--- src/rtl/mux_seq_pkg.sv ---
// Shared definitions for the mux select sequencer: default sizing and FSM states.
package mux_seq_pkg;

  localparam int unsigned DFLT_NUM_INPUTS = 7;
  localparam int unsigned DFLT_SEL_W      = 3;
  localparam int unsigned DFLT_DIV_W      = 8;
  localparam int unsigned LAST_SEL        = DFLT_NUM_INPUTS - 1;

  typedef enum logic [1:0] {
    IDLE = 2'd0,
    RUN  = 2'd1,
    DONE = 2'd2
  } state_e;

endpackage

--- src/rtl/mux_select_sequencer_rate_divider.sv ---
// Loadable down-counter used to time how long each mux select is held.
module rate_divider #(
  parameter int unsigned DIV_W = 8
) (
  input  logic             clk_i,
  input  logic             rst_i,
  input  logic             load_i,
  input  logic             en_i,
  input  logic [DIV_W-1:0] load_val_i,
  output logic             zero_o
);

  logic [DIV_W-1:0] count_q;

  // Load wins over decrement; the counter saturates at zero instead of wrapping.
  always_ff @(posedge clk_i or posedge rst_i) begin
    if (rst_i) begin
      count_q <= '0;
    end else if (load_i) begin
      count_q <= load_val_i;
    end else if (en_i && (count_q != '0)) begin
      count_q <= count_q - DIV_W'(1);
    end
  end

  assign zero_o = (count_q == '0);

endmodule

--- src/rtl/mux_select_sequencer.sv ---
// Latches a pattern on start and steps the mux select 0..NUM_INPUTS-1, holding each for a programmable period.
module mux_select_sequencer
  import mux_seq_pkg::*;
#(
  parameter int unsigned NUM_INPUTS = DFLT_NUM_INPUTS,
  parameter int unsigned SEL_W      = DFLT_SEL_W,
  parameter int unsigned DIV_W      = DFLT_DIV_W
) (
  input  logic                  clk,
  input  logic                  reset,
  input  logic                  start,
  input  logic                  abort,
  input  logic [NUM_INPUTS-1:0] pattern,
  input  logic [DIV_W-1:0]      period,
  output logic [NUM_INPUTS-1:0] mux_data,
  output logic [SEL_W-1:0]      mux_select,
  output logic                  step,
  output logic                  busy,
  output logic                  done
);

  localparam logic [SEL_W-1:0] LAST_IDX = SEL_W'(NUM_INPUTS - 1);

  state_e                  state_q, state_d;
  logic [NUM_INPUTS-1:0]   mux_data_q, mux_data_d;
  logic [SEL_W-1:0]        sel_q, sel_d;
  logic                    step_q, step_d;
  logic                    busy_q, busy_d;
  logic                    done_q, done_d;
  logic [DIV_W-1:0]        held_q, held_d;

  logic                    cnt_load;
  logic                    cnt_en;
  logic [DIV_W-1:0]        cnt_val;
  logic                    cnt_zero;
  logic [DIV_W-1:0]        eff_period;

  assign eff_period = (period == '0) ? DIV_W'(1) : period;

  rate_divider #(
    .DIV_W (DIV_W)
  ) u_hold_cnt (
    .clk_i      (clk),
    .rst_i      (reset),
    .load_i     (cnt_load),
    .en_i       (cnt_en),
    .load_val_i (cnt_val),
    .zero_o     (cnt_zero)
  );

  always_ff @(posedge clk or posedge reset) begin
    if (reset) begin
      state_q    <= IDLE;
      mux_data_q <= '0;
      sel_q      <= '0;
      step_q     <= 1'b0;
      busy_q     <= 1'b0;
      done_q     <= 1'b0;
      held_q     <= '0;
    end else begin
      state_q    <= state_d;
      mux_data_q <= mux_data_d;
      sel_q      <= sel_d;
      step_q     <= step_d;
      busy_q     <= busy_d;
      done_q     <= done_d;
      held_q     <= held_d;
    end
  end

  always_comb begin
    state_d    = state_q;
    mux_data_d = mux_data_q;
    sel_d      = sel_q;
    step_d     = 1'b0;
    busy_d     = busy_q;
    done_d     = 1'b0;
    held_d     = held_q;
    cnt_load   = 1'b0;
    cnt_en     = 1'b0;
    cnt_val    = '0;

    unique case (state_q)
      IDLE, DONE: begin
        if (start) begin
          state_d    = RUN;
          mux_data_d = pattern;
          held_d     = eff_period;
          sel_d      = '0;
          step_d     = 1'b1;
          busy_d     = 1'b1;
          cnt_load   = 1'b1;
          cnt_val    = eff_period - DIV_W'(1);
        end else begin
          state_d = IDLE;
          busy_d  = 1'b0;
          sel_d   = '0;
        end
      end
      RUN: begin
        // abort outranks both the step advance and sweep completion
        if (abort) begin
          state_d = IDLE;
          busy_d  = 1'b0;
          sel_d   = '0;
        end else if (!cnt_zero) begin
          cnt_en = 1'b1;
        end else if (sel_q < LAST_IDX) begin
          sel_d    = sel_q + SEL_W'(1);
          step_d   = 1'b1;
          cnt_load = 1'b1;
          cnt_val  = held_q - DIV_W'(1);
        end else begin
          state_d = DONE;
          done_d  = 1'b1;
          busy_d  = 1'b0;
          sel_d   = '0;
        end
      end
      default: begin
        state_d = IDLE;
        busy_d  = 1'b0;
        sel_d   = '0;
      end
    endcase
  end

  assign mux_data   = mux_data_q;
  assign mux_select = sel_q;
  assign step       = step_q;
  assign busy       = busy_q;
  assign done       = done_q;

endmodule

--- config.mk ---
export PLATFORM = sky130hd
export DESIGN_NAME = mux_select_sequencer
export DESIGN_NICKNAME = d
export VERILOG_FILES = /design/src/rtl/mux_seq_pkg.sv /design/src/rtl/mux_select_sequencer_rate_divider.sv /design/src/rtl/mux_select_sequencer.sv
export SDC_FILE = /design/constraint.sdc
export NUM_CORES = 1
export LEC_CHECK = 0
export CAP_MARGIN = 10
export CORE_ASPECT_RATIO = 1.25
export CORE_MARGIN = 2
export CORE_UTILIZATION = 54
export CTS_CLUSTER_DIAMETER = 150
export DETAILED_ROUTE_END_ITERATION = 8
export DONT_BUFFER_PORTS = 1
export GPL_ROUTABILITY_DRIVEN = 0
export PLACE_DENSITY = 0.69
export SETUP_SLACK_MARGIN = 0.5
export SYNTH_ARGS = -nofsm -noshare
export SYNTH_HDL_FRONTEND = slang
export SYNTH_SLANG_ARGS = --single-unit
--- constraint.sdc ---
create_clock -name clk -period 2.4 [get_ports clk]
set_input_delay 0.12 -clock clk [delete_from_list [all_inputs] [get_ports clk]]
set_output_delay 0.12 -clock clk [all_outputs]
set_load 0.03 [all_outputs]
; ---- Yosys cells after proc, flatten, opt, wreduce, memory -nomap -nowiden
; Index checks and enable logic that the tools add are counted.
[totals]
reg_bits = 31
wordCells = 59
[op_classes]
addsub = 4
magnitude_cmp = 1
n_eq_ne = 4
mux = 33
reduce_logical = 9
[op_table]
columns = cell, n
row1 = 2-to-1 mux 8 bit, 7
row2 = subtractor 8 x 1 -> 8 bit (second input constant), 3
row3 = zero test 8 bit, 2
row4 = one-hot mux 8 bit (2 select lines), 1
row5 = 2-to-1 mux 1 bit, 15
row6 = 2-to-1 mux 3 bit, 4
row7 = nonzero test 8 bit, 1
row8 = 2-to-1 mux 2 bit, 3
row9 = inequality test 3 bit (second input constant), 2
row10 = one-hot mux 1 bit (2 select lines), 2
row11 = one-hot mux 2 bit (2 select lines), 1
row12 = AND reduction 2 bit, 2
row13 = adder 3 x 1 -> 3 bit (second input constant), 1
row14 = < comparator 3 bit (second input constant), 1
row15 = == test 2 x 1 -> 1 bit (second input constant), 1
row16 = == test 2 bit (second input constant), 1
row17 = zero test 2 bit, 1
row18 = nonzero test 2 bit, 1
row19 = OR reduction 2 bit, 1
row20 = logical AND 1 bit, 1

; ---- Logic depth before layout (Yosys ltp)
[depth]
word_depth = 7
ltp_mapped = 8

; ---- Cells and area by module
; From an unflattened synthesis, not the netlist that was laid out.
[hier_totals]
cells_unflattened = 200
area_unflattened_um2 = 1701.6
[by_module_without_submodules]
columns = module, n_inst, cells_each, area_per_inst_um2
row1 = mux_select_sequencer, 1, 136, 1152.4
row2 = rate_divider, 1, 64, 549.3

; ---- Worst setup path after synthesis
; OpenSTA, ideal clock, no wires.
[synth_timing]
path_type = reg2reg
from = reg u_hold_cnt.count_q[0]
to = reg u_hold_cnt.count_q[6]
setup_ps = 126
t_arrival_ps = 1730
t_required_ps = 2274
path_slack_ps = 544
path_stages_with_launch = 8
n_path_buf = 0
cell_sequence = dfrtp_1 -> inv_1 -> ha_1 -> nor4b_4 -> or2b_1 -> xnor2_1 -> o2bb2ai_1 -> a221o_1
[synth_between]
elab_chain_len = 6
[synth_rtl]
columns = item, line_no
row1 = start: declaration, mux_select_sequencer_rate_divider.sv:13  ; logic [DIV_W-1:0] count_q;
row2 = start signal: assignment, mux_select_sequencer_rate_divider.sv:20  ; count_q <= load_val_i;
row3 = start signal: assignment, mux_select_sequencer_rate_divider.sv:22  ; count_q <= count_q - DIV_W'(1);
row4 = branches (longest 6 deep; another with subtractor 8 x 1 -> 8 bit), n/a
; Parallel ways; which one is timed is not known. The select of a mux whose other input is x is not followed.
; A chain may end at the register's enable or synchronous reset.

; ---- Worst setup path after layout
[layout_timing]
from = reg u_hold_cnt.count_q[1]
to = reg u_hold_cnt.count_q[6]
; Same word-level chain as after synthesis.

==> reports/qor.txt <==
Leak Pwr = 0.9300 nW
Root Buffer = clkbuf_4
worst-path maximum fanout = 7
endpoints failing hold = 0
Hold Path End = u_hold_cnt.count_q[4]
Reg area = 750.7 um2
clk_lat worst skew = 0.32 ns
chip height = 65.67 um
Worst VDD drop = 0.6418 mV
setup TNS = 0 ns
Primary FF master, synth = dfrtp_1
pwr/cell area = 755.9 nW/um2
crit path buf inv count = 2
num rows = 22
CTS tree = yes
library cells used by synthesis = 48
drt via density = 5.852
area of the multi-input gates = 883.3 um2
synth cell count leaders = nand2_1, dfrtp_1, nor2_1
Setup Skew = 0.003231 ns
final slew viol count = 0
syn nets = 205
port bufs = 0
final setup vio count = 0
status = complete, no violations
Post-synth ARST share = 1.000
Avg WL per Cell = 15.40 um
top post-synthesis cells by area = dfrtp_1, nand2_1, xnor2_1
proportion of layout cells with a drive suffix above 1 = 0.1589
min-delay src = period[4]
Required @ worst endpoint = 2.61 ns
Period Utilization, post-route = 0.7834
pin count of the biggest net entering global routing = 31
clk sinks = 30
die area = 3502 um2
first-pass GRT wire length = 6.334 mm
router iterations before antenna repair = 4
CP startpoint kind = flip-flop
hold path cells = 2
die width = 53.34 um
post-synth top area share = 0.4570
Hold WS = 0.03638 ns
Syn. warnings = 0
routed vias = 1463
Initial Util = 0.5630
nets = 238
kind of end point of the critical path = flip-flop
kind of critical path = reg2reg
FF-to-FF End = u_hold_cnt.count_q[6]
Total GRT Usage = 0.2508
f_max = 0.5319 GHz
core box area = 2918 um2
clock slew at reported path FFs = 0.09 ns
FF-to-FF Start = u_hold_cnt.count_q[1]
Detailed Route WL = 3.850 mm
Seq cells post-synth = 30
HPWL Detailed = 2.654 mm
n_diodes = 0
clock buffer depth = 2
delay-heaviest family, CP = simple AND/OR/NAND/NOR gates
GRT Residual Overflow = 0
worst hold path class = in2reg
RSZ-0062 raised after global routing = true
leading area contributor after synthesis = dfrtp_1
average size of a mapped cell = 9.027 um2
initial drt markers = 36
register area share after synthesis = 0.4570
post-route ant nets = 0
drt drc = 0
TritonCTS buffer count = 5
post-route minimum period = 1.880 ns
Post-synth EDFFs = 0
area grow syn2layout = 23.69%
crit-path max cell delay = 0.42 ns
WP data arrival = 2.09 ns
Slew HR = 0.6742
most used standard cell by instance count after synthesis = nand2_1
Top Ports = 32
Crit-path slowest cell = dfrtp_1
Slew @ Worst Pin = 0.4887 ns
critical-path cell list = inv_2 -> ha_4 -> nor4b_4 -> buf_6 -> or2b_1 -> xnor2_1 -> o2bb2ai_1 -> a221o_1
Cell Area, Synth = 1643 um2
flop2flop setup slack = 0.52 ns
maxcap violations = 0
worst-case reg-to-reg path depth = 8
htree depth = 2
vias in the first global route = 1418
Cells after Synth = 182
Filler Cell Count = 243
antenna violations before repair = 0
[area by class of cell]
cell class / count / share of cell area
well taps: 36 / 0.02217
flip-flops and latches: 30 / 0.3695
inverters: 8 / 0.01478
clock buffers: 6 / 0.02525
repair buffers: 30 / 0.1336
multi-input cells: 140 / 0.4347
[worst max-delay path by stage]
stage | slack (ns) | cells past startpoint | endpoint | from
detailed placement | 0.31 | 7 | u_hold_cnt.count_q[2] | u_hold_cnt.count_q[0]
CTS | 0.50 | 8 | u_hold_cnt.count_q[6] | u_hold_cnt.count_q[0]
finish | 0.52 | 8 | u_hold_cnt.count_q[6] | u_hold_cnt.count_q[1]
global route | 0.44 | 8 | u_hold_cnt.count_q[2] | u_hold_cnt.count_q[1]
global placement | 0.44 | 7 | u_hold_cnt.count_q[2] | u_hold_cnt.count_q[0]
floorplan | 0.54 | 7 | u_hold_cnt.count_q[6] | u_hold_cnt.count_q[0]
[cell families after synthesis]
| family | count (synthesis) | synth area share |
|---|---|---|
| and+or+nand+nor | 91 | 0.2780 |
| AOI/OAI and AO/OA | 31 | 0.1302 |
| DFF | 30 | 0.4570 |
| xor gates and xnor gates | 12 | 0.06398 |
| buffers and inverters | 12 | 0.02742 |
| adders and majority gates | 4 | 0.03047 |
| muxes | 2 | 0.01295 |
[per-stage QoR]
stage          power [mW]  cell area, um2  setup WS, ns    util  cells
3_5_place_dp        1.138            1718        0.3139  0.5888    220
4_1_cts             1.483            1972        0.5034  0.6758    246
5_1_grt             1.634            2032        0.4410  0.6964    250
3_3_place_gp        1.124            1718        0.4395  0.5888    220
6_report            1.536            2032        0.5199  0.6964    250
2_1_floorplan       1.040            1643        0.5443       -    182
[worst register-to-register path, delay by kind of cell, from the launching register on]
kind                     cells  cell delay (ns)
buffers and inverters        2             0.25
XOR/XNOR                     1             0.12
adder cells (fa/ha/maj)      1             0.14
AO/OA/AOI/OAI                2             0.39
flip-flops                   1             0.42
AND/OR/NAND/NOR              2             0.44
[what timing repair did]
item / 4_1_cts / 5_1_grt
setup endpoints to repair: 6 / 6
buffers inserted: 3 / 4
pin swaps: 0 / 1
endpoints found under the hold margin: 48 / 0
gates resized for setup: 3 / 6
hold buffers: 17 / 0
[cells in the final DEF, fill, tap and decap left out, types with 3 or more instances in the layout]
cell	synthesis	layout
nand2_1	49	49
dfrtp_1	30	30
dlygate4sd3_1	0	17
nor2_1	15	15
buf_4	0	12
xnor2_1	7	7
o21ai_0	5	5
inv_1	7	5
xor2_1	5	5
clkbuf_4	0	5
nor4_1	4	4
a31oi_1	4	4
a21oi_1	4	3
inv_2	1	3
nor3_1	3	3
ha_1	4	3
[metal layers]
| metal | up-vias | GRT usage | routed length (um) |
|---|---|---|---|
| met4 | 0 | 0.09936 | 77 |
| met5 | - | 0 | 0 |
| met3 | 11 | 0.07955 | 237 |
| met2 | 58 | 0.4336 | 2070 |
| li1 | 696 | - | - |
| met1 | 698 | 0.2769 | 1465 |
[flip-flops by register name (all words and copies together), names as in the netlist]
| signal | cells |
|---|---|
| done | 1 |
| held_q | 8 |
| mux_data | 7 |
| mux_select | 3 |
| state_q | 2 |
| step | 1 |
| u_hold_cnt.count_q | 8 |
[power by group]
| part | switching [mW] | internal (mW) | leakage, nW |
|---|---|---|---|
| combinational | 0.225 | 0.246 | 0.530 |
| sequential | 0.169 | 0.601 | 0.370 |
| clock | 0.161 | 0.132 | 0.0302 |
| total | 0.556 | 0.980 | 0.930 |
Note: power is estimated with default switching activity, not from simulation.
